[src/rtl/cube_shift_pkg.sv]
// Shared types and sizing helpers for the LED-cube 74HC595 frame shifter.
package cube_shift_pkg;

    typedef enum logic [1:0] {
        ST_IDLE,
        ST_SHIFT,
        ST_LATCH,
        ST_DWELL
    } shift_state_t;

    localparam int unsigned DEF_CTRL_BITS   = 56;
    localparam int unsigned DEF_COLOR_BITS  = 8;
    localparam int unsigned DEF_HALF_PERIOD = 4;
    localparam int unsigned DEF_DWELL       = 1000;
    localparam int unsigned DEF_CNT_WIDTH   = 16;

    function automatic int unsigned slot_len(input int unsigned half_period);
        return 2 * half_period;
    endfunction

    // Colour chains are right-aligned against the control chain.
    function automatic int unsigned color_start(input int unsigned ctrl_bits,
                                                input int unsigned color_bits);
        return ctrl_bits - color_bits;
    endfunction

endpackage

[src/rtl/cube_frame_shifter_shift_lane.sv]
// Parallel-load, MSB-first shift register feeding one 74HC595 serial input.
module shift_lane #(
    parameter int unsigned WIDTH = 8
) (
    input  logic             i_clk,
    input  logic             i_rst_n,
    input  logic             i_load,
    input  logic             i_shift,
    input  logic [WIDTH-1:0] i_data,
    output logic             o_msb
);

    logic [WIDTH-1:0] r_sr;

    always_ff @(posedge i_clk or negedge i_rst_n) begin
        if (!i_rst_n) begin
            r_sr <= '0;
        end else if (i_load) begin
            r_sr <= i_data;
        end else if (i_shift) begin
            r_sr <= r_sr << 1;
        end
    end

    assign o_msb = r_sr[WIDTH-1];

endmodule

[src/rtl/cube_frame_shifter.sv]
// Serialises one plane frame onto the control and RGB '595 chains, latches it, then dwells.
// Optional active-low output enable OE_ is built when CUBE_SHIFTER_OE_EN is defined.
module cube_frame_shifter
    import cube_shift_pkg::*;
#(
    parameter int unsigned CTRL_BITS   = DEF_CTRL_BITS,
    parameter int unsigned COLOR_BITS  = DEF_COLOR_BITS,
    parameter int unsigned HALF_PERIOD = DEF_HALF_PERIOD,
    parameter int unsigned DWELL       = DEF_DWELL,
    parameter int unsigned CNT_WIDTH   = DEF_CNT_WIDTH
) (
    input  logic                  master_clk,
    input  logic                  reset_,
    input  logic                  frame_valid,
    output logic                  frame_ready,
    input  logic [CTRL_BITS-1:0]  ctrl_data,
    input  logic [COLOR_BITS-1:0] red_data,
    input  logic [COLOR_BITS-1:0] green_data,
    input  logic [COLOR_BITS-1:0] blue_data,
    output logic                  Control_DS,
    output logic                  Control_SHCP,
    output logic                  RED_DS,
    output logic                  GREEN_DS,
    output logic                  BLUE_DS,
    output logic                  Color_SHCP,
    output logic                  STCP,
    output logic                  MR_,
    output logic                  busy,
    output logic                  frame_done
`ifdef CUBE_SHIFTER_OE_EN
    ,
    output logic                  OE_
`endif
);

    localparam int unsigned SLOT_LEN  = slot_len(HALF_PERIOD);
    localparam int unsigned COL_START = color_start(CTRL_BITS, COLOR_BITS);

    localparam logic [CNT_WIDTH-1:0] L_PH_LAST    = CNT_WIDTH'(SLOT_LEN - 1);
    localparam logic [CNT_WIDTH-1:0] L_PH_RISE    = CNT_WIDTH'(HALF_PERIOD - 1);
    localparam logic [CNT_WIDTH-1:0] L_SLOT_LAST  = CNT_WIDTH'(CTRL_BITS - 1);
    localparam logic [CNT_WIDTH-1:0] L_COL_START  = CNT_WIDTH'(COL_START);
    localparam logic [CNT_WIDTH-1:0] L_LATCH_LAST = CNT_WIDTH'(HALF_PERIOD - 1);
    localparam logic [CNT_WIDTH-1:0] L_DWELL_LAST = CNT_WIDTH'((DWELL == 0) ? 0 : DWELL - 1);

    shift_state_t         r_state;
    logic [CNT_WIDTH-1:0] r_slot;
    logic [CNT_WIDTH-1:0] r_phase;
    logic [CNT_WIDTH-1:0] r_cnt;
    logic                 r_ctrl_shcp;
    logic                 r_col_shcp;
    logic                 r_col_en;
    logic                 r_stcp;
    logic                 r_mr;
    logic                 r_ready;
    logic                 r_busy;
    logic                 r_done;

    logic                 w_accept;
    logic                 w_slot_end;
    logic                 w_shift_ctrl;
    logic                 w_shift_col;
    logic [CNT_WIDTH-1:0] w_slot_nxt;
    logic                 w_ctrl_msb;
    logic                 w_red_msb;
    logic                 w_green_msb;
    logic                 w_blue_msb;

    assign w_accept     = (r_state == ST_IDLE) && r_ready && frame_valid;
    assign w_slot_end   = (r_state == ST_SHIFT) && (r_phase == L_PH_LAST);
    // The final slot never shifts so DS stays put through LATCH.
    assign w_shift_ctrl = w_slot_end && (r_slot != L_SLOT_LAST);
    assign w_shift_col  = w_shift_ctrl && r_col_en;
    assign w_slot_nxt   = r_slot + CNT_WIDTH'(1);

    shift_lane #(.WIDTH(CTRL_BITS)) u_ctrl_lane (
        .i_clk   (master_clk),
        .i_rst_n (reset_),
        .i_load  (w_accept),
        .i_shift (w_shift_ctrl),
        .i_data  (ctrl_data),
        .o_msb   (w_ctrl_msb)
    );

    shift_lane #(.WIDTH(COLOR_BITS)) u_red_lane (
        .i_clk   (master_clk),
        .i_rst_n (reset_),
        .i_load  (w_accept),
        .i_shift (w_shift_col),
        .i_data  (red_data),
        .o_msb   (w_red_msb)
    );

    shift_lane #(.WIDTH(COLOR_BITS)) u_green_lane (
        .i_clk   (master_clk),
        .i_rst_n (reset_),
        .i_load  (w_accept),
        .i_shift (w_shift_col),
        .i_data  (green_data),
        .o_msb   (w_green_msb)
    );

    shift_lane #(.WIDTH(COLOR_BITS)) u_blue_lane (
        .i_clk   (master_clk),
        .i_rst_n (reset_),
        .i_load  (w_accept),
        .i_shift (w_shift_col),
        .i_data  (blue_data),
        .o_msb   (w_blue_msb)
    );

    always_ff @(posedge master_clk or negedge reset_) begin
        if (!reset_) begin
            r_state     <= ST_IDLE;
            r_slot      <= '0;
            r_phase     <= '0;
            r_cnt       <= '0;
            r_ctrl_shcp <= 1'b0;
            r_col_shcp  <= 1'b0;
            r_col_en    <= 1'b0;
            r_stcp      <= 1'b0;
            r_mr        <= 1'b0;
            r_ready     <= 1'b0;
            r_busy      <= 1'b0;
            r_done      <= 1'b0;
        end else begin
            r_mr   <= 1'b1;
            r_done <= 1'b0;
            case (r_state)
                ST_IDLE: begin
                    if (w_accept) begin
                        r_state     <= ST_SHIFT;
                        r_slot      <= '0;
                        r_phase     <= '0;
                        r_ctrl_shcp <= 1'b0;
                        r_col_shcp  <= 1'b0;
                        r_col_en    <= (COL_START == 0);
                        r_ready     <= 1'b0;
                        r_busy      <= 1'b1;
                    end else begin
                        r_ready <= r_mr;
                    end
                end
                ST_SHIFT: begin
                    if (r_phase == L_PH_LAST) begin
                        r_phase     <= '0;
                        r_ctrl_shcp <= 1'b0;
                        r_col_shcp  <= 1'b0;
                        if (r_slot == L_SLOT_LAST) begin
                            r_state <= ST_LATCH;
                            r_cnt   <= '0;
                            r_stcp  <= 1'b1;
                        end else begin
                            r_slot <= w_slot_nxt;
                            if (w_slot_nxt == L_COL_START) begin
                                r_col_en <= 1'b1;
                            end
                        end
                    end else begin
                        r_phase <= r_phase + CNT_WIDTH'(1);
                        if (r_phase == L_PH_RISE) begin
                            r_ctrl_shcp <= 1'b1;
                            r_col_shcp  <= r_col_en;
                        end
                    end
                end
                ST_LATCH: begin
                    if (r_cnt == L_LATCH_LAST) begin
                        r_stcp <= 1'b0;
                        r_cnt  <= '0;
                        if (DWELL == 0) begin
                            r_state <= ST_IDLE;
                            r_busy  <= 1'b0;
                            r_done  <= 1'b1;
                            r_ready <= 1'b1;
                        end else begin
                            r_state <= ST_DWELL;
                        end
                    end else begin
                        r_cnt <= r_cnt + CNT_WIDTH'(1);
                    end
                end
                ST_DWELL: begin
                    if (r_cnt == L_DWELL_LAST) begin
                        r_state <= ST_IDLE;
                        r_busy  <= 1'b0;
                        r_done  <= 1'b1;
                        r_ready <= 1'b1;
                    end else begin
                        r_cnt <= r_cnt + CNT_WIDTH'(1);
                    end
                end
                default: r_state <= ST_IDLE;
            endcase
        end
    end

`ifdef CUBE_SHIFTER_OE_EN
    logic r_oe;

    // Blank the LEDs while the chains are shifting and latching.
    always_ff @(posedge master_clk or negedge reset_) begin
        if (!reset_) begin
            r_oe <= 1'b1;
        end else if (r_state == ST_IDLE) begin
            r_oe <= w_accept;
        end else if ((r_state == ST_LATCH) && (r_cnt == L_LATCH_LAST)) begin
            r_oe <= 1'b0;
        end
    end

    assign OE_ = r_oe;
`endif

    assign Control_DS   = w_ctrl_msb;
    assign Control_SHCP = r_ctrl_shcp;
    assign RED_DS       = r_col_en & w_red_msb;
    assign GREEN_DS     = r_col_en & w_green_msb;
    assign BLUE_DS      = r_col_en & w_blue_msb;
    assign Color_SHCP   = r_col_shcp;
    assign STCP         = r_stcp;
    assign MR_          = r_mr;
    assign frame_ready  = r_ready;
    assign busy         = r_busy;
    assign frame_done   = r_done;

endmodule

[config.mk]
export PLATFORM = sky130hd
export DESIGN_NAME = cube_frame_shifter
export DESIGN_NICKNAME = d
export VERILOG_FILES = /design/src/rtl/cube_shift_pkg.sv /design/src/rtl/cube_frame_shifter_shift_lane.sv /design/src/rtl/cube_frame_shifter.sv
export SDC_FILE = /design/constraint.sdc
export NUM_CORES = 1
export LEC_CHECK = 0
export BUFFER_PORTS_ARGS = -buffer_cell sky130_fd_sc_hd__buf_4
export CAP_MARGIN = 20
export CORE_MARGIN = 1.5
export CORE_UTILIZATION = 55
export DETAILED_ROUTE_END_ITERATION = 8
export GPL_TIMING_DRIVEN = 1
export PLACE_DENSITY_LB_ADDON = 0.25
export SETUP_SLACK_MARGIN = 0.2
export SLEW_MARGIN = 20
export SYNTH_ARGS = -nofsm -noshare
export SYNTH_HDL_FRONTEND = slang
export SYNTH_SLANG_ARGS = --single-unit
[constraint.sdc]
create_clock -name master_clk -period 4.7 [get_ports master_clk]
set_clock_uncertainty 0.2 [all_clocks]
set_input_delay 0.94 -clock master_clk [delete_from_list [all_inputs] [get_ports master_clk]]
set_output_delay 0.94 -clock master_clk [all_outputs]
set_load 0.1 [all_outputs]
Word level (Yosys, flattened, before mapping)
Index checks and enable logic that the tools add are counted.
- add/sub/neg operators: 3
- eq/ne operators: 19
- multiplexer cells: 48
- bitwise logic cells: 3
- reductions and logical operators: 21
- operators by type and width (cell ; number):
    2-to-1 mux 16 bit ; 8
    2-to-1 mux 56 bit ; 2
    case mux 16 bit (2 select lines) ; 2
    adder 16 x 1 -> 16 bit (second input constant) ; 3
    2-to-1 mux 8 bit ; 6
    case mux 16 bit (3 select lines) ; 1
    equality test 16 x 2 -> 1 bit (second input constant) ; 2
    equality test 16 x 6 -> 1 bit (second input constant) ; 2
    2-to-1 mux 1 bit ; 17
    equality test 16 x 10 -> 1 bit (second input constant) ; 1
    equality test 16 x 3 -> 1 bit (second input constant) ; 1
    != test 16 x 6 -> 1 bit (second input constant) ; 1
    case mux 1 bit (2 select lines) ; 6
    AND reduction 4 bit ; 3
    2-to-1 mux 2 bit ; 5
    AND reduction 5 bit ; 2
    nonzero test 2 bit ; 5
    != test 2 x 1 -> 1 bit (second input constant) ; 4
    != test 2 bit (second input constant) ; 4
    case mux 2 bit (4 select lines) ; 1
    AND reduction 3 bit ; 2
    logical AND 1 bit ; 5
    equality test 2 bit (second input constant) ; 2
    AND reduction 2 bit ; 2
    other kinds (5) ; 7
- flip-flop bits (word level): 138
- input port bits: 83
- output and inout port bits: 11
- word-level logic and storage cells: 110

Depth between registers and ports, before layout
Gate-level depths: netlist (run 1).
- word-level depth: 6
- gate-level depth with buffers: 12

Hierarchy
A second synthesis (run 1) with hierarchy kept.
- cell total of the unflattened synthesis: 739
- area, all modules: 7284.5 um^2
- by module, submodules not included (module ; instances ; cells each ; area an instance (um^2)):
    cube_frame_shifter ; 1 ; 395 ; 3593.4
    shift_lane (u_ctrl_lane) ; 1 ; 242 ; 2583.7
    shift_lane (u_blue_lane ...) ; 3 ; 34 ; 369.1

Worst setup path after synthesis (run 1)
Ideal clock, no wire load.
- kind: register -> register
- start point: register r_slot[12]
- end point: register r_state[1]
- setup time: 0.127 ns
- arrival time: 2.469 ns
- data required time: 4.373 ns
- setup slack: 1.903 ns
- stages on the path, launching flop included: 7
- clock period less this slack: 2.797 ns
- path through: dfrtp_1 > or4_1 > o41ai_4 > a21boi_2 > a21boi_2 > and3_1 > mux2_1
- word-level cells in the longest chain between the ends: 3
- RTL lines (item ; RTL line ; source):
    start: declaration ; cube_frame_shifter.sv:47 ; logic [CNT_WIDTH-1:0] r_slot;
    start signal: assignment ; cube_frame_shifter.sv:154 ; r_slot <= w_slot_nxt;
    equality test 16 x 6 -> 1 bit ; cube_frame_shifter.sv:149 ; if (r_slot == L_SLOT_LAST) begin
    != test 2 x 1 -> 1 bit (no line) ; -- ;
    AND reduction 5 bit (no line) ; -- ;
    end signal: assignment ; cube_frame_shifter.sv:150 ; r_state <= ST_LATCH;
    end signal: assignment ; cube_frame_shifter.sv:172 ; r_state <= ST_IDLE;
    end signal: assignment ; cube_frame_shifter.sv:177 ; r_state <= ST_DWELL;
    end: declaration ; cube_frame_shifter.sv:46 ; shift_state_t r_state;
No other way between the ends.
A chain may end at the register's enable or synchronous reset.

Worst setup path in the final report (run 1)
Same ends and word-level chain as after synthesis.

==> results.py, run 1 <==
metrics = {
    "worst_setup_path": {
        "critPathKind": "reg2reg",
        "cp.required_ns": 4.79,
        "start_kind": "register",
        "endpoint_kind": "register",
        "cp_max_fo": 14,
        "cp.arrival_ns": 3.51,
    },
    "placed_design": {
        "gp_congestion": 0.9010,
        "pre_cts_slack_ns": 1.306,
        "hpwl_um": 10360,
        "io_buffers": 93,
        "place_area_um2": 7795,
    },
    "floorplan": {
        "start_util_pct": 55.94,
        "core_um2": 12520,
        "dieHeight_um": 115.8,
        "io_pins": 94,
        "die-area_um2": 13420,
        "die_w_um": 115.8,
        "num_rows": 41,
    },
    "clock_network": {
        "clock_path_buffers": 2,
        "postCtsHoldBufs": 0,
        "numCtsBuffers": 17,
        "post_cts_buffers": 0,
        "clkSinkCount": 138,
        "clock_latency_ns": 0.41,
        "postCtsResizedCells": 0,
        "clk_pin_slew_ns": 0.06,
        "cts_tree": "done",
        "cts-htree-levels": 4,
        "cts_root_buffer": "clkbuf_16",
    },
    "yosys": {
        "syn_nets": 829,
        "yosys_warnings": 0,
        "synth_area_leaders": "dfrtp_1 49%, mux2i_1 11%, o21ai_0 8.1%, nand2_1 6.9%, nor2_1 2.3%",
        "ys.flop_type": "dfrtp_1",
        "synth_top_cell_area_share_pct": 49.32,
        "yosysTopAreaCell": "dfrtp_1",
        "synth_seq_area_share_pct": 49.32,
        "syn_area_um2": 7002,
        "syn_area_per_cell_um2": 9.487,
        "async_flop_share_pct": 100.0,
        "yosysMostFrequentCell": "dfrtp_1",
        "syn_inst": 738,
        "yosys-top-cells-count": "138 x dfrtp_1, 128 x nand2_1, 114 x o21ai_0, 77 x mux2i_1, 42 x nor2_1",
        "synth-edff-count": 0,
        "synth-seq-cells": 138,
        "synth_cell_types": 54,
    },
    "finish": {
        "fin_util_pct": 66.55,
        "final_cell_area_um2": 8330,
        "fin_nets": 905,
        "drive_gt1_share_pct": 16.34,
        "area_growth_pct": 18.98,
        "diodes": 0,
    },
    "status": {
        "outcome": "finished clean",
    },
    "timing": {
        "max_freq_mhz": 292.8,
        "max-slew-margin-rel_pct": 36.80,
        "fin_crit_sh_pct": 72.66,
        "worstMarginPinSlew_ns": 0.9428,
        "fin_tns_setup_ns": 0,
        "hold_violations": 0,
        "setup_violations": 0,
        "period_minus_slack_ns": 3.415,
        "timing.hold.ws_ns": 0.3028,
        "rsz0062_at_grt": "no",
        "slew_viol_final": 0,
        "layout_setup_ws_ns": 1.285,
    },
    "global_route": {
        "grt_pass1_vias": 5459,
        "antenna_found_initial": 0,
        "grt_overflow": 0,
        "grt_pass1_wl_um": 25410,
        "track_usage_pct": 23.96,
        "grt_start_max_net_pins": 106,
    },
    "routing": {
        "drt_iter0_drc": 374,
        "drtPass1Iterations": 4,
        "drtAntennaViolNets": 0,
        "wl_met2_um": 7341,
        "highest_layer": "met4",
        "routed_via_density": 5.650,
        "drc_errors": 0,
        "wl_met3_um": 747,
        "wl_um": 15070,
        "num_vias": 5639,
        "detail_route.wl_per_cell_um": 15.10,
        "wl_met1_um": 6696,
    },
    "hold_path": {
        "min_path_type": "reg2reg",
    },
    "power": {
        "power_density_nw_per_um2": 522.0,
        "ir_worst_vdd_uv": 438.9,
        "power_leakage_nw": 3.648,
    },
    "job": {
        "drv_cap": 0,
    },
}
-- placed cells by master (no fill, tap or decap), types with 6 or more instances in the layout --
master / count
dfrtp_1: 138
nand2_1: 128
o21ai_0: 114
buf_4: 97
mux2i_1: 77
nor2_1: 42
nand3_1: 23
a21oi_1: 17
clkbuf_16: 17
xor2_1: 14
and3_1: 13
inv_1: 11
nand4_1: 11
nor4_1: 8
xnor2_1: 8
a31oi_1: 8
ha_1: 8
and2_1: 6
-- worst max-delay path, stage by stage (launching register included) --
cell	delay (ns)
dfrtp_1	0.44
or4_1	0.61
o41ai_4	0.62
a21boi_2	0.58
a21boi_2	0.32
and3_1	0.21
mux2_1	0.32
-- final timing paths --
| path | startpoint | endpoint | slack [ns] | cells after the start |
|---|---|---|---|---|
| setup / recovery | r_slot[12] | r_state[1] | 1.29 | 6 |
| hold / removal | u_red_lane.r_sr[0] | u_red_lane.r_sr[0] | 0.30 | 2 |
| max in group asynchronous | reset_ | r_phase[1] | 3.04 | 2 |
| hold reg to reg | u_red_lane.r_sr[0] | u_red_lane.r_sr[0] | 0.30 | 2 |
| setup reg to reg | r_slot[12] | r_state[1] | 1.29 | 6 |
| min in group asynchronous | reset_ | r_slot[0] | 0.35 | 1 |
-- through the flow --
step                total power [mW]  instances
floorplan                      2.788        738
global placement               3.085        967
detailed placement             3.174        967
CTS                            4.383        998
global route                   4.658        998
finish                         4.348        998
-- cell families (layout without fill, tap and decap cells) --
group                    Yosys count  count (layout)  synth area share [%]
other                              1               1               0.05356
AND/OR/NAND/NOR                  276             276                 19.03
buffers and inverters             52             140                 3.038
adder cells (fa/ha/maj)            8               8                 1.430
AO/OA/AOI/OAI                    163             163                 13.21
flip-flops                       138             138                 49.32
XOR/XNOR                          22              22                 2.752
multiplexers                      78              78                 11.17
-- layout make-up --
type                       count  area (µm²)
clock inverter                 6       40.04
multi-input combinational    548        3346
sequential                   138        3453
clock buffer                  25       495.5
fill                        1058        4187
tap                          172       215.2
inverter                      11       41.29
timing repair buffer          98       739.5
-- flip-flops by register name, indices dropped and copies added (netlist names), 2 cells and up --
| register | cells |
|---|---|
| r_state | 2 |
| r_cnt | 16 |
| u_green_lane.r_sr | 8 |
| u_red_lane.r_sr | 8 |
| u_blue_lane.r_sr | 8 |
| r_phase | 16 |
| u_ctrl_lane.r_sr | 56 |
| r_slot | 16 |
-- per-layer routing --
layer	global-route usage (%)	vias up
li1	-	2761
met4	8.455	0
met5	0	-
met3	6.276	26
met1	31.02	2701
met2	39.18	151
-- power breakdown --
group          switching (mW)  internal (mW)  total, mW
Sequential              0.266           1.60       1.86
Clock                   0.466          0.726       1.19
Combinational           0.817          0.475       1.29
Total                    1.55           2.80       4.35
Power figures use the tool's default switching activity.
==> run 2: changes to the inputs <==
==> constraint.sdc (replaced) <==
create_clock -name master_clk -period 3.4 [get_ports master_clk]
set_clock_uncertainty 0.2 [all_clocks]
set_input_delay 0.68 -clock master_clk [delete_from_list [all_inputs] [get_ports master_clk]]
set_output_delay 0.68 -clock master_clk [all_outputs]
set_load 0.1 [all_outputs]
==> run 2 against run 1 <==
Effect of this change: die area unchanged; clock-buffer cell count decreased by 1; utilization increased by 0.83 points; power increased by 42%; first-iteration DRC count increased by 10%; cell area increased by 1.2%; sequential share of layout area decreased by 0.51 points; critical path type unchanged; largest cell class unchanged; highest routed layer unchanged.
==> results.py, run 2 (synthesis gave the netlist of run 1 again) <==
metrics = {
    "status": {
        "outcome": "finished clean",
    },
    "floorplan": {
        "core_um2": 12520,
        "io_pins": 94,
        "die_w_um": 115.8,
        "die-area_um2": 13420,
        "num_rows": 41,
        "start_util_pct": 55.94,
        "dieHeight_um": 115.8,
    },
    "power": {
        "p_seq_share_pct": 41.6,
        "switching_power_mw": 2.188,
        "ir_worst_vdd_uv": 809.3,
        "clkPwrFrac_pct": 28.3,
        "total_power_mw": 6.187,
        "p_sw_share_pct": 35.36,
        "power_density_nw_per_um2": 733.5,
        "power.internal_mw": 3.999,
        "power_leakage_nw": 3.694,
        "pwr-share-comb_pct": 30.0,
    },
    "finish": {
        "stdcell_count": 1001,
        "final_cell_mix": "138 x dfrtp_1, 128 x nand2_1, 114 x o21ai_0",
        "final-seq-area_um2": 3453,
        "multi_input_area_um2": 3346,
        "regMostFlops": "u_ctrl_lane.r_sr",
        "area_growth_pct": 20.46,
        "largest_reg_flops": 56,
        "nFillCells": 978,
        "drive_gt1_share_pct": 16.89,
        "fin_util_pct": 67.38,
        "diodes": 0,
        "fin_nets": 910,
        "final_cell_area_um2": 8434,
        "final_common_cell": "dfrtp_1",
    },
    "placed_design": {
        "dpl.cell_count": 972,
        "pre_cts_slack_ns": 0.3682,
        "hpwl_um": 10420,
        "place_area_um2": 7870,
        "io_buffers": 93,
        "gp_congestion": 0.8840,
    },
    "timing": {
        "fin_tns_setup_ns": 0,
        "layout_setup_ws_ns": 0.3386,
        "rsz0062_at_grt": "no",
        "worstMarginPinSlew_ns": 0.9364,
        "max_freq_mhz": 326.7,
        "hold_violations": 0,
        "slew_viol_final": 0,
        "max-slew-margin-rel_pct": 37.00,
        "period_minus_slack_ns": 3.061,
        "setup_violations": 0,
        "timing.hold.ws_ns": 0.07511,
        "fin_crit_sh_pct": 90.04,
    },
    "global_route": {
        "grt_start_max_net_pins": 160,
        "grt_overflow": 0,
        "antenna_found_initial": 0,
        "grt_pass1_wl_um": 25570,
        "grt_pass1_vias": 5412,
        "track_usage_pct": 24.24,
    },
    "hold_path": {
        "min_path_type": "in2async",
    },
    "routing": {
        "wl_um": 15660,
        "drc_errors": 0,
        "drt_iter0_drc": 413,
        "routed_via_density": 5.708,
        "detail_route.wl_per_cell_um": 15.64,
        "num_vias": 5714,
        "drtPass1Iterations": 5,
        "drtAntennaViolNets": 0,
    },
    "clock_network": {
        "numCtsBuffers": 17,
        "cts-htree-levels": 4,
        "cts_tree": "done",
        "clkSinkCount": 138,
        "postCtsResizedCells": 0,
        "clock_latency_ns": 0.42,
        "clk_pin_slew_ns": 0.06,
        "postCtsHoldBufs": 0,
        "post_cts_buffers": 0,
        "clock_path_buffers": 2,
        "cts_root_buffer": "clkbuf_16",
    },
    "worst_setup_path": {
        "endpoint_kind": "register",
        "start_kind": "register",
        "reg2reg_from": "r_slot[7]",
        "cp.required_ns": 3.53,
        "startpoint": "r_slot[7]",
        "cp_max_fo": 13,
        "cp.arrival_ns": 3.19,
        "critPathKind": "reg2reg",
    },
    "job": {
        "drv_cap": 0,
    },
}
[run 2: power by group through the flow]
stage / sequential (mW) / combinational [mW] / clock (mW)
2_1_floorplan: 2.69 / 1.17 / 0
3_3_place_gp: 2.56 / 1.75 / 0
3_5_place_dp: 2.59 / 1.85 / 0
4_1_cts: 2.57 / 1.87 / 1.78
5_1_grt: 2.65 / 2.08 / 1.86
6_report: 2.58 / 1.86 / 1.75
[run 2: critical path, stage by stage, from the launching register on]
cell and delay (ns):
dfrtp_1 0.47, or4_4 0.58, o41ai_4 0.55, a21boi_2 0.28, buf_4 0.22, nand3_2 0.16, or4_1 0.43, o211ai_1 0.09
[run 2: layout make-up]
class                           instances  area share, %
Sequential cell                       138          40.94
Multi-Input combinational cell        548          39.67
Timing Repair Buffer                  103          9.657
Clock buffer                           24          5.949
Tap cell                              172          2.552
Clock inverter                          5         0.7417
Inverter                               11         0.4895
[run 2: final timing paths]
check,to,slack [ns],cells past startpoint
setup / recovery,r_cnt[4],0.34,7
hold / removal,r_phase[2],0.08,1
setup reg to reg,r_cnt[4],0.34,7
hold reg to reg,u_red_lane.r_sr[0],0.30,2
max in group asynchronous,u_blue_lane.r_sr[7],2.18,2
min in group master_clk,u_red_lane.r_sr[0],0.26,3
[run 2: metal layers]
metal | global-route usage, % | wire length [µm] | up-vias
met2 | 37.49 | 7618 | 171
met1 | 33.02 | 6925 | 2746
li1 | - | - | 2768
met4 | 8.455 | 259 | 0
met5 | 0 | 0 | -
met3 | 6.799 | 853 | 29
